==> config.mk <==
export PLATFORM = sky130hd
export DESIGN_NAME = modexp_sequencer_flat
export DESIGN_NICKNAME = d
export VERILOG_FILES = /design/src/rtl/modexp_sequencer_if.sv /design/src/rtl/modexp_sequencer.sv /design/src/flat_wrapper.sv
export SDC_FILE = /design/constraint.sdc
export NUM_CORES = 1
export LEC_CHECK = 0
export CAP_MARGIN = 20
export CORE_MARGIN = 1
export CORE_UTILIZATION = 46
export CTS_CLUSTER_DIAMETER = 30
export CTS_CLUSTER_SIZE = 8
export DETAILED_ROUTE_END_ITERATION = 12
export HOLD_SLACK_MARGIN = 0.05
export PLACE_DENSITY = 0.87
export SYNTH_ARGS = -nofsm -noshare
export SYNTH_HDL_FRONTEND = slang
export SYNTH_SLANG_ARGS = --single-unit
==> constraint.sdc <==
create_clock -name clk_in -period 8.5 [get_ports clk_in]
set_clock_uncertainty 0.1 [all_clocks]
set_input_delay 1.275 -clock clk_in [delete_from_list [all_inputs] [get_ports clk_in]]
set_output_delay 1.275 -clock clk_in [all_outputs]
set_load 0.01 [all_outputs]
==> src/rtl/modexp_sequencer_if.sv <==
// Job and sub-unit signal bundle for modexp_sequencer.
// The master drives jobs and answers square/multiply requests; the slave is the sequencer.
interface modexp_sequencer_if #(
  parameter int WIDTH = 16
);
  logic             ready_in;
  logic [WIDTH-1:0] base_in;
  logic [WIDTH-1:0] exponent_in;
  logic [WIDTH-1:0] modulus_in;
  logic [WIDTH-1:0] result_out;
  logic             busy_out;
  logic             valid_out;

  logic             sq_ready_out;
  logic [WIDTH-1:0] sq_value_out;
  logic [WIDTH-1:0] sq_modulus_out;
  logic [WIDTH-1:0] sq_result_in;
  logic             sq_valid_in;

  logic             mul_ready_out;
  logic [WIDTH-1:0] mul_a_out;
  logic [WIDTH-1:0] mul_b_out;
  logic [WIDTH-1:0] mul_modulus_out;
  logic [WIDTH-1:0] mul_result_in;
  logic             mul_valid_in;

  modport master (
    output ready_in, base_in, exponent_in, modulus_in,
    output sq_result_in, sq_valid_in, mul_result_in, mul_valid_in,
    input  result_out, busy_out, valid_out,
    input  sq_ready_out, sq_value_out, sq_modulus_out,
    input  mul_ready_out, mul_a_out, mul_b_out, mul_modulus_out
  );

  modport slave (
    input  ready_in, base_in, exponent_in, modulus_in,
    input  sq_result_in, sq_valid_in, mul_result_in, mul_valid_in,
    output result_out, busy_out, valid_out,
    output sq_ready_out, sq_value_out, sq_modulus_out,
    output mul_ready_out, mul_a_out, mul_b_out, mul_modulus_out
  );
endinterface

==> src/rtl/modexp_sequencer.sv <==
// Left-to-right square-and-multiply sequencer driving external square and multiply units.
// Define MODEXP_SKIP_LEADING_EN to skip leading zero exponent bits and the initial square of 1.
module modexp_sequencer #(
  parameter int WIDTH = 16
) (
  input logic               clk_in,
  input logic               rst_in,
  modexp_sequencer_if.slave bus
);
  localparam int IDX_W = (WIDTH > 1) ? $clog2(WIDTH) : 1;

  typedef enum logic [2:0] {
    IDLE, BIT, SQ_REQ, SQ_WAIT, MUL_REQ, MUL_WAIT, DONE
  } state_t;

  state_t             state, state_next;
  logic [WIDTH-1:0]   base_q, exp_q, mod_q, acc, result;
  logic [IDX_W-1:0]   idx;
  logic               busy, busy_d;
  logic               load_job, acc_from_sq, acc_from_mul, dec_idx, finish;
`ifdef MODEXP_SKIP_LEADING_EN
  logic               started;
  logic               set_started;
`endif

  always_ff @(posedge clk_in or posedge rst_in) begin
    if (rst_in) state <= IDLE;
    else        state <= state_next;
  end

  // NOTE: every signal written here gets a default first, so no path can infer a latch.
  always_comb begin
    state_next   = state;
    load_job     = 1'b0;
    acc_from_sq  = 1'b0;
    acc_from_mul = 1'b0;
    dec_idx      = 1'b0;
    finish       = 1'b0;
`ifdef MODEXP_SKIP_LEADING_EN
    set_started  = 1'b0;
`endif
    case (state)
      IDLE: begin
        if (bus.ready_in) begin
          load_job   = 1'b1;
          state_next = (bus.modulus_in < WIDTH'(2)) ? DONE : BIT;
        end
      end
      BIT: begin
`ifdef MODEXP_SKIP_LEADING_EN
        // Until the first set bit, acc stays 1 and squaring it is pointless.
        if (!started && !exp_q[idx]) begin
          if (idx == '0) state_next = DONE;
          else           dec_idx    = 1'b1;
        end else if (!started) begin
          set_started = 1'b1;
          state_next  = MUL_REQ;
        end else begin
          state_next = SQ_REQ;
        end
`else
        state_next = SQ_REQ;
`endif
      end
      SQ_REQ: state_next = SQ_WAIT;
      SQ_WAIT: begin
        if (bus.sq_valid_in) begin
          acc_from_sq = 1'b1;
          if (exp_q[idx])      state_next = MUL_REQ;
          else if (idx == '0)  state_next = DONE;
          else begin
            dec_idx    = 1'b1;
            state_next = BIT;
          end
        end
      end
      MUL_REQ: state_next = MUL_WAIT;
      MUL_WAIT: begin
        if (bus.mul_valid_in) begin
          acc_from_mul = 1'b1;
          if (idx == '0) state_next = DONE;
          else begin
            dec_idx    = 1'b1;
            state_next = BIT;
          end
        end
      end
      DONE: begin
        finish     = 1'b1;
        state_next = IDLE;
      end
      default: state_next = IDLE;
    endcase
  end

  // NOTE: registered state uses non-blocking assignments so every flop samples pre-edge values.
  always_ff @(posedge clk_in or posedge rst_in) begin
    if (rst_in) begin
      base_q <= '0;
      exp_q  <= '0;
      mod_q  <= '0;
      acc    <= '0;
      result <= '0;
      idx    <= '0;
      busy   <= 1'b0;
      busy_d <= 1'b0;
`ifdef MODEXP_SKIP_LEADING_EN
      started <= 1'b0;
`endif
    end else begin
      busy_d <= busy;
      if (load_job) begin
        base_q <= bus.base_in;
        exp_q  <= bus.exponent_in;
        mod_q  <= bus.modulus_in;
        idx    <= IDX_W'(WIDTH - 1);
        acc    <= (bus.modulus_in < WIDTH'(2)) ? '0 : WIDTH'(1);
        busy   <= 1'b1;
`ifdef MODEXP_SKIP_LEADING_EN
        started <= 1'b0;
`endif
      end
`ifdef MODEXP_SKIP_LEADING_EN
      if (set_started) started <= 1'b1;
`endif
      if (acc_from_sq)  acc <= bus.sq_result_in;
      if (acc_from_mul) acc <= bus.mul_result_in;
      if (dec_idx)      idx <= idx - IDX_W'(1);
      if (finish) begin
        result <= acc;
        busy   <= 1'b0;
      end
    end
  end

  // acc, base_q and mod_q only change on job load or on an accepted valid,
  // so the request operands hold from request pulse to response.
  assign bus.result_out      = result;
  assign bus.busy_out        = busy;
  assign bus.valid_out       = busy_d & ~busy;
  assign bus.sq_ready_out    = (state == SQ_REQ);
  assign bus.sq_value_out    = acc;
  assign bus.sq_modulus_out  = mod_q;
  assign bus.mul_ready_out   = (state == MUL_REQ);
  assign bus.mul_a_out       = acc;
  assign bus.mul_b_out       = base_q;
  assign bus.mul_modulus_out = mod_q;
endmodule
==> src/flat_wrapper.sv <==
// flat-port wrapper written by rule: the top's interface ports become plain ports
module modexp_sequencer_flat 
#(
  parameter int WIDTH = 16
)
  (clk_in, rst_in, bus_ready_in, bus_base_in, bus_exponent_in, bus_modulus_in, bus_sq_result_in, bus_sq_valid_in, bus_mul_result_in, bus_mul_valid_in, bus_result_out, bus_busy_out, bus_valid_out, bus_sq_ready_out, bus_sq_value_out, bus_sq_modulus_out, bus_mul_ready_out, bus_mul_a_out, bus_mul_b_out, bus_mul_modulus_out);
  modexp_sequencer_if #(.WIDTH(WIDTH)) bus_i ();
  input logic clk_in;
  input logic rst_in;
  input wire logic [$bits(bus_i.ready_in)-1:0] bus_ready_in;
  input wire logic [$bits(bus_i.base_in)-1:0] bus_base_in;
  input wire logic [$bits(bus_i.exponent_in)-1:0] bus_exponent_in;
  input wire logic [$bits(bus_i.modulus_in)-1:0] bus_modulus_in;
  input wire logic [$bits(bus_i.sq_result_in)-1:0] bus_sq_result_in;
  input wire logic [$bits(bus_i.sq_valid_in)-1:0] bus_sq_valid_in;
  input wire logic [$bits(bus_i.mul_result_in)-1:0] bus_mul_result_in;
  input wire logic [$bits(bus_i.mul_valid_in)-1:0] bus_mul_valid_in;
  output wire logic [$bits(bus_i.result_out)-1:0] bus_result_out;
  output wire logic [$bits(bus_i.busy_out)-1:0] bus_busy_out;
  output wire logic [$bits(bus_i.valid_out)-1:0] bus_valid_out;
  output wire logic [$bits(bus_i.sq_ready_out)-1:0] bus_sq_ready_out;
  output wire logic [$bits(bus_i.sq_value_out)-1:0] bus_sq_value_out;
  output wire logic [$bits(bus_i.sq_modulus_out)-1:0] bus_sq_modulus_out;
  output wire logic [$bits(bus_i.mul_ready_out)-1:0] bus_mul_ready_out;
  output wire logic [$bits(bus_i.mul_a_out)-1:0] bus_mul_a_out;
  output wire logic [$bits(bus_i.mul_b_out)-1:0] bus_mul_b_out;
  output wire logic [$bits(bus_i.mul_modulus_out)-1:0] bus_mul_modulus_out;
  assign bus_i.ready_in = bus_ready_in;
  assign bus_i.base_in = bus_base_in;
  assign bus_i.exponent_in = bus_exponent_in;
  assign bus_i.modulus_in = bus_modulus_in;
  assign bus_i.sq_result_in = bus_sq_result_in;
  assign bus_i.sq_valid_in = bus_sq_valid_in;
  assign bus_i.mul_result_in = bus_mul_result_in;
  assign bus_i.mul_valid_in = bus_mul_valid_in;
  assign bus_result_out = bus_i.result_out;
  assign bus_busy_out = bus_i.busy_out;
  assign bus_valid_out = bus_i.valid_out;
  assign bus_sq_ready_out = bus_i.sq_ready_out;
  assign bus_sq_value_out = bus_i.sq_value_out;
  assign bus_sq_modulus_out = bus_i.sq_modulus_out;
  assign bus_mul_ready_out = bus_i.mul_ready_out;
  assign bus_mul_a_out = bus_i.mul_a_out;
  assign bus_mul_b_out = bus_i.mul_b_out;
  assign bus_mul_modulus_out = bus_i.mul_modulus_out;
  modexp_sequencer #(.WIDTH(WIDTH)) u_core (.clk_in(clk_in), .rst_in(rst_in), .bus(bus_i));
endmodule
[After elaboration in Yosys (flattened, before gate mapping)]
Cells that the tools add are included.
Word-level totals
  register bits after elaboration: 89
  latch bits: 0
  RAM bits: 0
  bits in read-only memories: 0
  input port bits: 85
  word-level logic and storage cells: 58
  memories: 0
Operators by class
  add/sub/neg operators: 1
  $mul: 0
  divide/modulo/power cells: 0
  magnitude comparators: 2
  equal/unequal tests: 9
  shifts and indexed selects: 0
  mux-type cells: 29
  bitwise operators: 2
  reductions and logical operators: 6
Operators by type and width (count)
  two-way mux 16 bit: 3
  two-way mux 3 bit: 6
  one-hot mux 3 bit (6 select lines): 1
  less-than comparator 16 x 2 -> 1 bit, second input constant: 1
  two-way mux 1 bit: 15
  == test 3 bit, second input constant: 3
  two-way mux 4 bit: 2
  == test 3 x 2 -> 1 bit, second input constant: 2
  != test 2 bit, second input constant: 3
  less-than comparator 4 x 5 -> 1 bit, second input constant: 1
  binary-select mux 1 bit (select 4 bit): 1
  logical NOT 4 bit: 1
  nonzero test 2 bit: 2
  subtractor 4 x 1 -> 4 bit, second input constant: 1
  == test 3 x 1 -> 1 bit, second input constant: 1
  logical NOT 3 bit: 1
  AND reduction 3 bit: 1
  nonzero test 3 bit: 1
  one-hot mux 1 bit (2 select lines): 1
  bitwise AND 1 bit: 1
  inverter 1 bit: 1

[Logic depth before layout (Yosys ltp)]
  depth after elaboration: 6
  gate-level depth with buffers: 9

[Least setup slack after synthesis]
Ideal clock, no wire load.
  kind: input port to flip-flop
  start point: input bus_mul_valid_in
  end point: register u_core.idx[3]
  library setup time: 0.094 ns
  data arrival time: 2.314 ns
  slack: 5.992 ns
  cell stages on the path: 4
  path buffers: 0
  cell sequence: nand4_1 > a22o_1 > or3_1 > a211oi_1
Between the ends
  longest elaborated chain between the ends: 3
RTL lines
  start, declared: line flat_wrapper.sv:17  | input wire logic [$bits(bus_i.mul_valid_in)-1:0] bus_mul_valid_in;
  two-way mux 1 bit (*): line modexp_sequencer.sv:79  | if (bus.mul_valid_in) begin
  one-hot mux 1 bit (2 select lines) (*): line modexp_sequencer.sv:42  | case (state)
  two-way mux 4 bit / nonzero test 2 bit (equally long branches)
  end signal, assigned: line modexp_sequencer.sv:116  | idx <= IDX_W'(WIDTH - 1);
  end signal, assigned: line modexp_sequencer.sv:128  | if (dec_idx) idx <= idx - IDX_W'(1);
  end, declared: line modexp_sequencer.sv:18  | logic [IDX_W-1:0] idx;
Mark *: on every way between the ends. The rest lies on a longest branch, timed or not.
A chain may end at the register's enable or synchronous reset.

[Final worst setup path]
  start point: input bus_sq_valid_in
  end point: register u_core.idx[3]
Between the ends
  longest elaborated chain between the ends: 3
RTL lines
  start, declared: line flat_wrapper.sv:15  | input wire logic [$bits(bus_i.sq_valid_in)-1:0] bus_sq_valid_in;
  two-way mux 1 bit (*): line modexp_sequencer.sv:67  | if (bus.sq_valid_in) begin
  one-hot mux 1 bit (2 select lines) (*): line modexp_sequencer.sv:42
  two-way mux 4 bit / nonzero test 2 bit (equally long branches)
Marks and branches as above.

==> summary.md <==
| Metric | Value |
|---|---|
| IO Port Bufs | between 150 and 200 |
| Layout cells sized above 1 | 0.07616 |
| Final critical-path required period | around 3300 ps |
| Dominant cell by count in the synthesized netlist | nand2_1 |
| Max-slew violations | 0 |
| Max cap viols | 0 |
| CP max-delay cell | nand3_1 |
| Clk buf depth | 2 |
| Worst flop-to-flop path startpoint | u_core.state[1]$_DFFE_PP0P_ |
| Async SR Flop Fraction | 1.000 |
| Final Cycle Share | 0.3855 |
| Synth cell types | 44 |
| Clock root cell | clkbuf_8 |
| Antenna-violating nets left | 0 |
| Drt wl/cell | between 15 and 20 µm |
| CTS tree | done |
| Mux contribution to synthesized area | 0.07279 |
| Setup TNS | 0 ps |
| Actual slew at the worst max-slew pin | roughly 960 ps |
| Pleak | 2.810 nW |
| Initial Util | 0.4783 |
| Residual DRC count | 20 |
| Post-synthesis cell area | 4212 µm² |
| EDFF count, synth | 0 |
| Run status | finished, violations left |
| Total grt overflow | 0 |
| Pwr dens | approximately 330 nW/µm² |
| TritonCTS Buffers | 9 |
| CTS resizes | 0 |
| Main combinational cell family by area after synthesis | simple AND/OR/NAND/NOR gates |
| Max incr delay on CP | between 500 and 600 ps |
| Highest Clock Rate | between 0.3 and 0.4 GHz |
| Vias/cell | 5.216 |
| CP endpoint kind | register |
| Area Overhead vs Synth | 45.34% |
| CTS sink count | 89 |
| Required @ worst endpoint | 8650 ps |
| Worst EP arrival | around 3400 ps |
| Synth Area in XOR/XNOR | 0 |
| Mapped Nets | ~550 |
| Commonest cells post-synth | 169 x nand2_1, 89 x dfrtp_1, 32 x buf_4 |
| Worst vdd ir | 0.1548 mV |
| CTS H-tree depth | 3 |
| Final setup fails | 0 |
| Sequential share of the synthesized area | 0.5288 |
| Largest area contributor in the netlist | dfrtp_1 |
| Ant diodes | 0 |
| Most used DFF post-synth | dfrtp_1 |
| RSZ-0062 raised after global routing | no |
| Setup crit start | bus_sq_valid_in |
| Largest net degree at the start of global routing | 90 |
| Syn avg cell area | around 9.1 µm² |
| Cells along the critical path | clkdlybuf4s50_1, nand3_1, a22o_1, or3_1, a211oi_1 |
| Die Span Y | between 90 and 100 µm |
| Clock transition at path regs | roughly 80 ps |
| DRT iter0 DRCs | 147 |
| Critical hold path startpoint | u_core.bus.busy_out$_DFFE_PP0P_ |
| Die area | between 9000 and 10000 µm² |
| Area contributors post-synth | dfrtp_1 53%, nand2_1 15%, buf_4 5.7% |
| CP max FO | 19 |
| DRT Wirelength | 10.79 mm |
| # hold bufs at CTS | 0 |
| Final core utilization | 0.6951 |
| Routability cong. | 0.7801 |
| Worst Setup Start Kind | input pin |
| IO Pins | about 190 |
| Post-synthesis cell count | about 460 |
| Post-synthesis adder-cell area fraction | 0.002971 |
| Nets | 685 |
| Hold Vio Cnt, Final | 0 |
| Latest clock arrival within the worst-skew pair | between 300 and 400 ps |
| # rows | 34 |
| Failing checks | design-rule violations |
| Vias in the first global route | between 3000 and 4000 |
| Crit Path Category | in -> reg |
| Compound-Gate Fraction of Synth Area | 0.06477 |
| Gr usage total | 0.2336 |
| YS warnings | 0 |
| Die X | 97.69 µm |
| Hold Crit Class | reg -> reg |
| Seq cells post-synth | between 80 and 90 |
| Synth top area share | 0.5288 |
| Drt pass-1 iters | 10 |
| First-pass GRT wire length | 17.79 mm |
| DPL Wire Length | roughly 7.6 mm |
| Post-CTS setup buffers | 0 |
| Core box area | around 8800 µm² |
| Antenna violations before repair | 0 |
| Fillers | about 700 |
| Simple-Gate Fraction of Synth Area | 0.2424 |
| Worst slew margin relative to its limit | 0.3613 |
| Via Count | roughly 3700 |
-- cells by family after synthesis --
| family | Yosys count |
|---|---|
| buffers and inverters | 65 |
| multiplexers | 24 |
| AO/OA/AOI/OAI | 39 |
| flip-flops | 89 |
| AND/OR/NAND/NOR | 243 |
| adder cells (fa/ha/maj) | 1 |
-- critical path, delay by kind of cell --
family | cells | cell delay [ps]
AND/OR/NAND/NOR | 2 | 890
AO/OA/AOI/OAI | 2 | 740
buffers and inverters | 1 | 520
-- final timing paths --
check | end | slack (ps) | cells after the start
max in group asynchronous | u_core.bus.mul_b_out[10]$_DFFE_PP0P_ | 6370 | 4
min in group asynchronous | u_core.bus.mul_a_out[4]$_DFFE_PP0P_ | 1280 | 3
worst min-delay path | u_core.busy_d$_DFF_PP0_ | 340 | 0
worst min register to register | u_core.busy_d$_DFF_PP0_ | 340 | 0
worst max register to register | u_core.idx[3]$_DFFE_PP0P_ | 5810 | 5
worst max-delay path | u_core.idx[3]$_DFFE_PP0P_ | 5220 | 5
-- area by class of cell --
class / count / area (µm²) / share of cell area
clock buffers: 12 / 155.1 / 0.02535
multi-input cells: 307 / 1617 / 0.2641
inverters: 4 / 16.27 / 0.002657
flip-flops and latches: 89 / 2227 / 0.3639
well taps: 108 / 135.1 / 0.02208
clock inverters: 4 / 73.82 / 0.01206
repair buffers: 188 / 1897 / 0.3099
-- where the power goes --
| part | total (mW) | switching (mW) | internal, mW |
|---|---|---|---|
| registers | 0.748 | 0.158 | 0.590 |
| clock network | 0.329 | 0.147 | 0.183 |
| logic | 0.950 | 0.417 | 0.533 |
| total | 2.03 | 0.722 | 1.31 |
-- registers in the layout, indices dropped and copies added (netlist names) --
signal                      count
u_core.bus.mul_a_out           16
u_core.idx                      4
u_core.busy_d                   1
u_core.bus.mul_modulus_out     16
u_core.bus.mul_b_out           16
u_core.state                    3
u_core.bus.result_out          16
u_core.bus.busy_out             1
u_core.exp_q                   16
-- through the flow --
stage          instance area [µm²]  power, mW  instances  worst slack, ps  hold WS [ps]
2_1_floorplan                 4212      1.286        461             4818         337.3
3_3_place_gp                  5852      1.657        694             4998         309.2
3_5_place_dp                  5852      1.701        694             4913         321.3
4_1_cts                       6081      2.031        710             5256         339.0
5_1_grt                       6121      2.165        712             5112         389.2
6_report                      6121      2.028        712             5223         342.2
-- routing by layer --
layer / GRT usage / vias to the layer above / part of all wire
met5: 0 / - / 0
met4: 0.09907 / 0 / 0.016
met3: 0.03741 / 16 / 0.054
met2: 0.3972 / 134 / 0.53
met1: 0.2957 / 1801 / 0.40
li1: - / 1763 / -
-- placed cells by master, fill, tap and decap left out, types with 3 or more instances in the layout --
cell type,instances
a211oi_1,3
a21oi_1,5
a22oi_1,3
a31oi_1,16
clkbuf_8,11
clkdlybuf4s50_1,184
dfrtp_1,89
inv_1,3
mux2_2,16
mux2i_1,4
nand2_1,168
nand3_1,19
nor2_1,25
nor2b_1,3
nor3_1,6
nor3b_1,3
nor4_1,5
No activity file was read; power rests on OpenSTA's default activity.
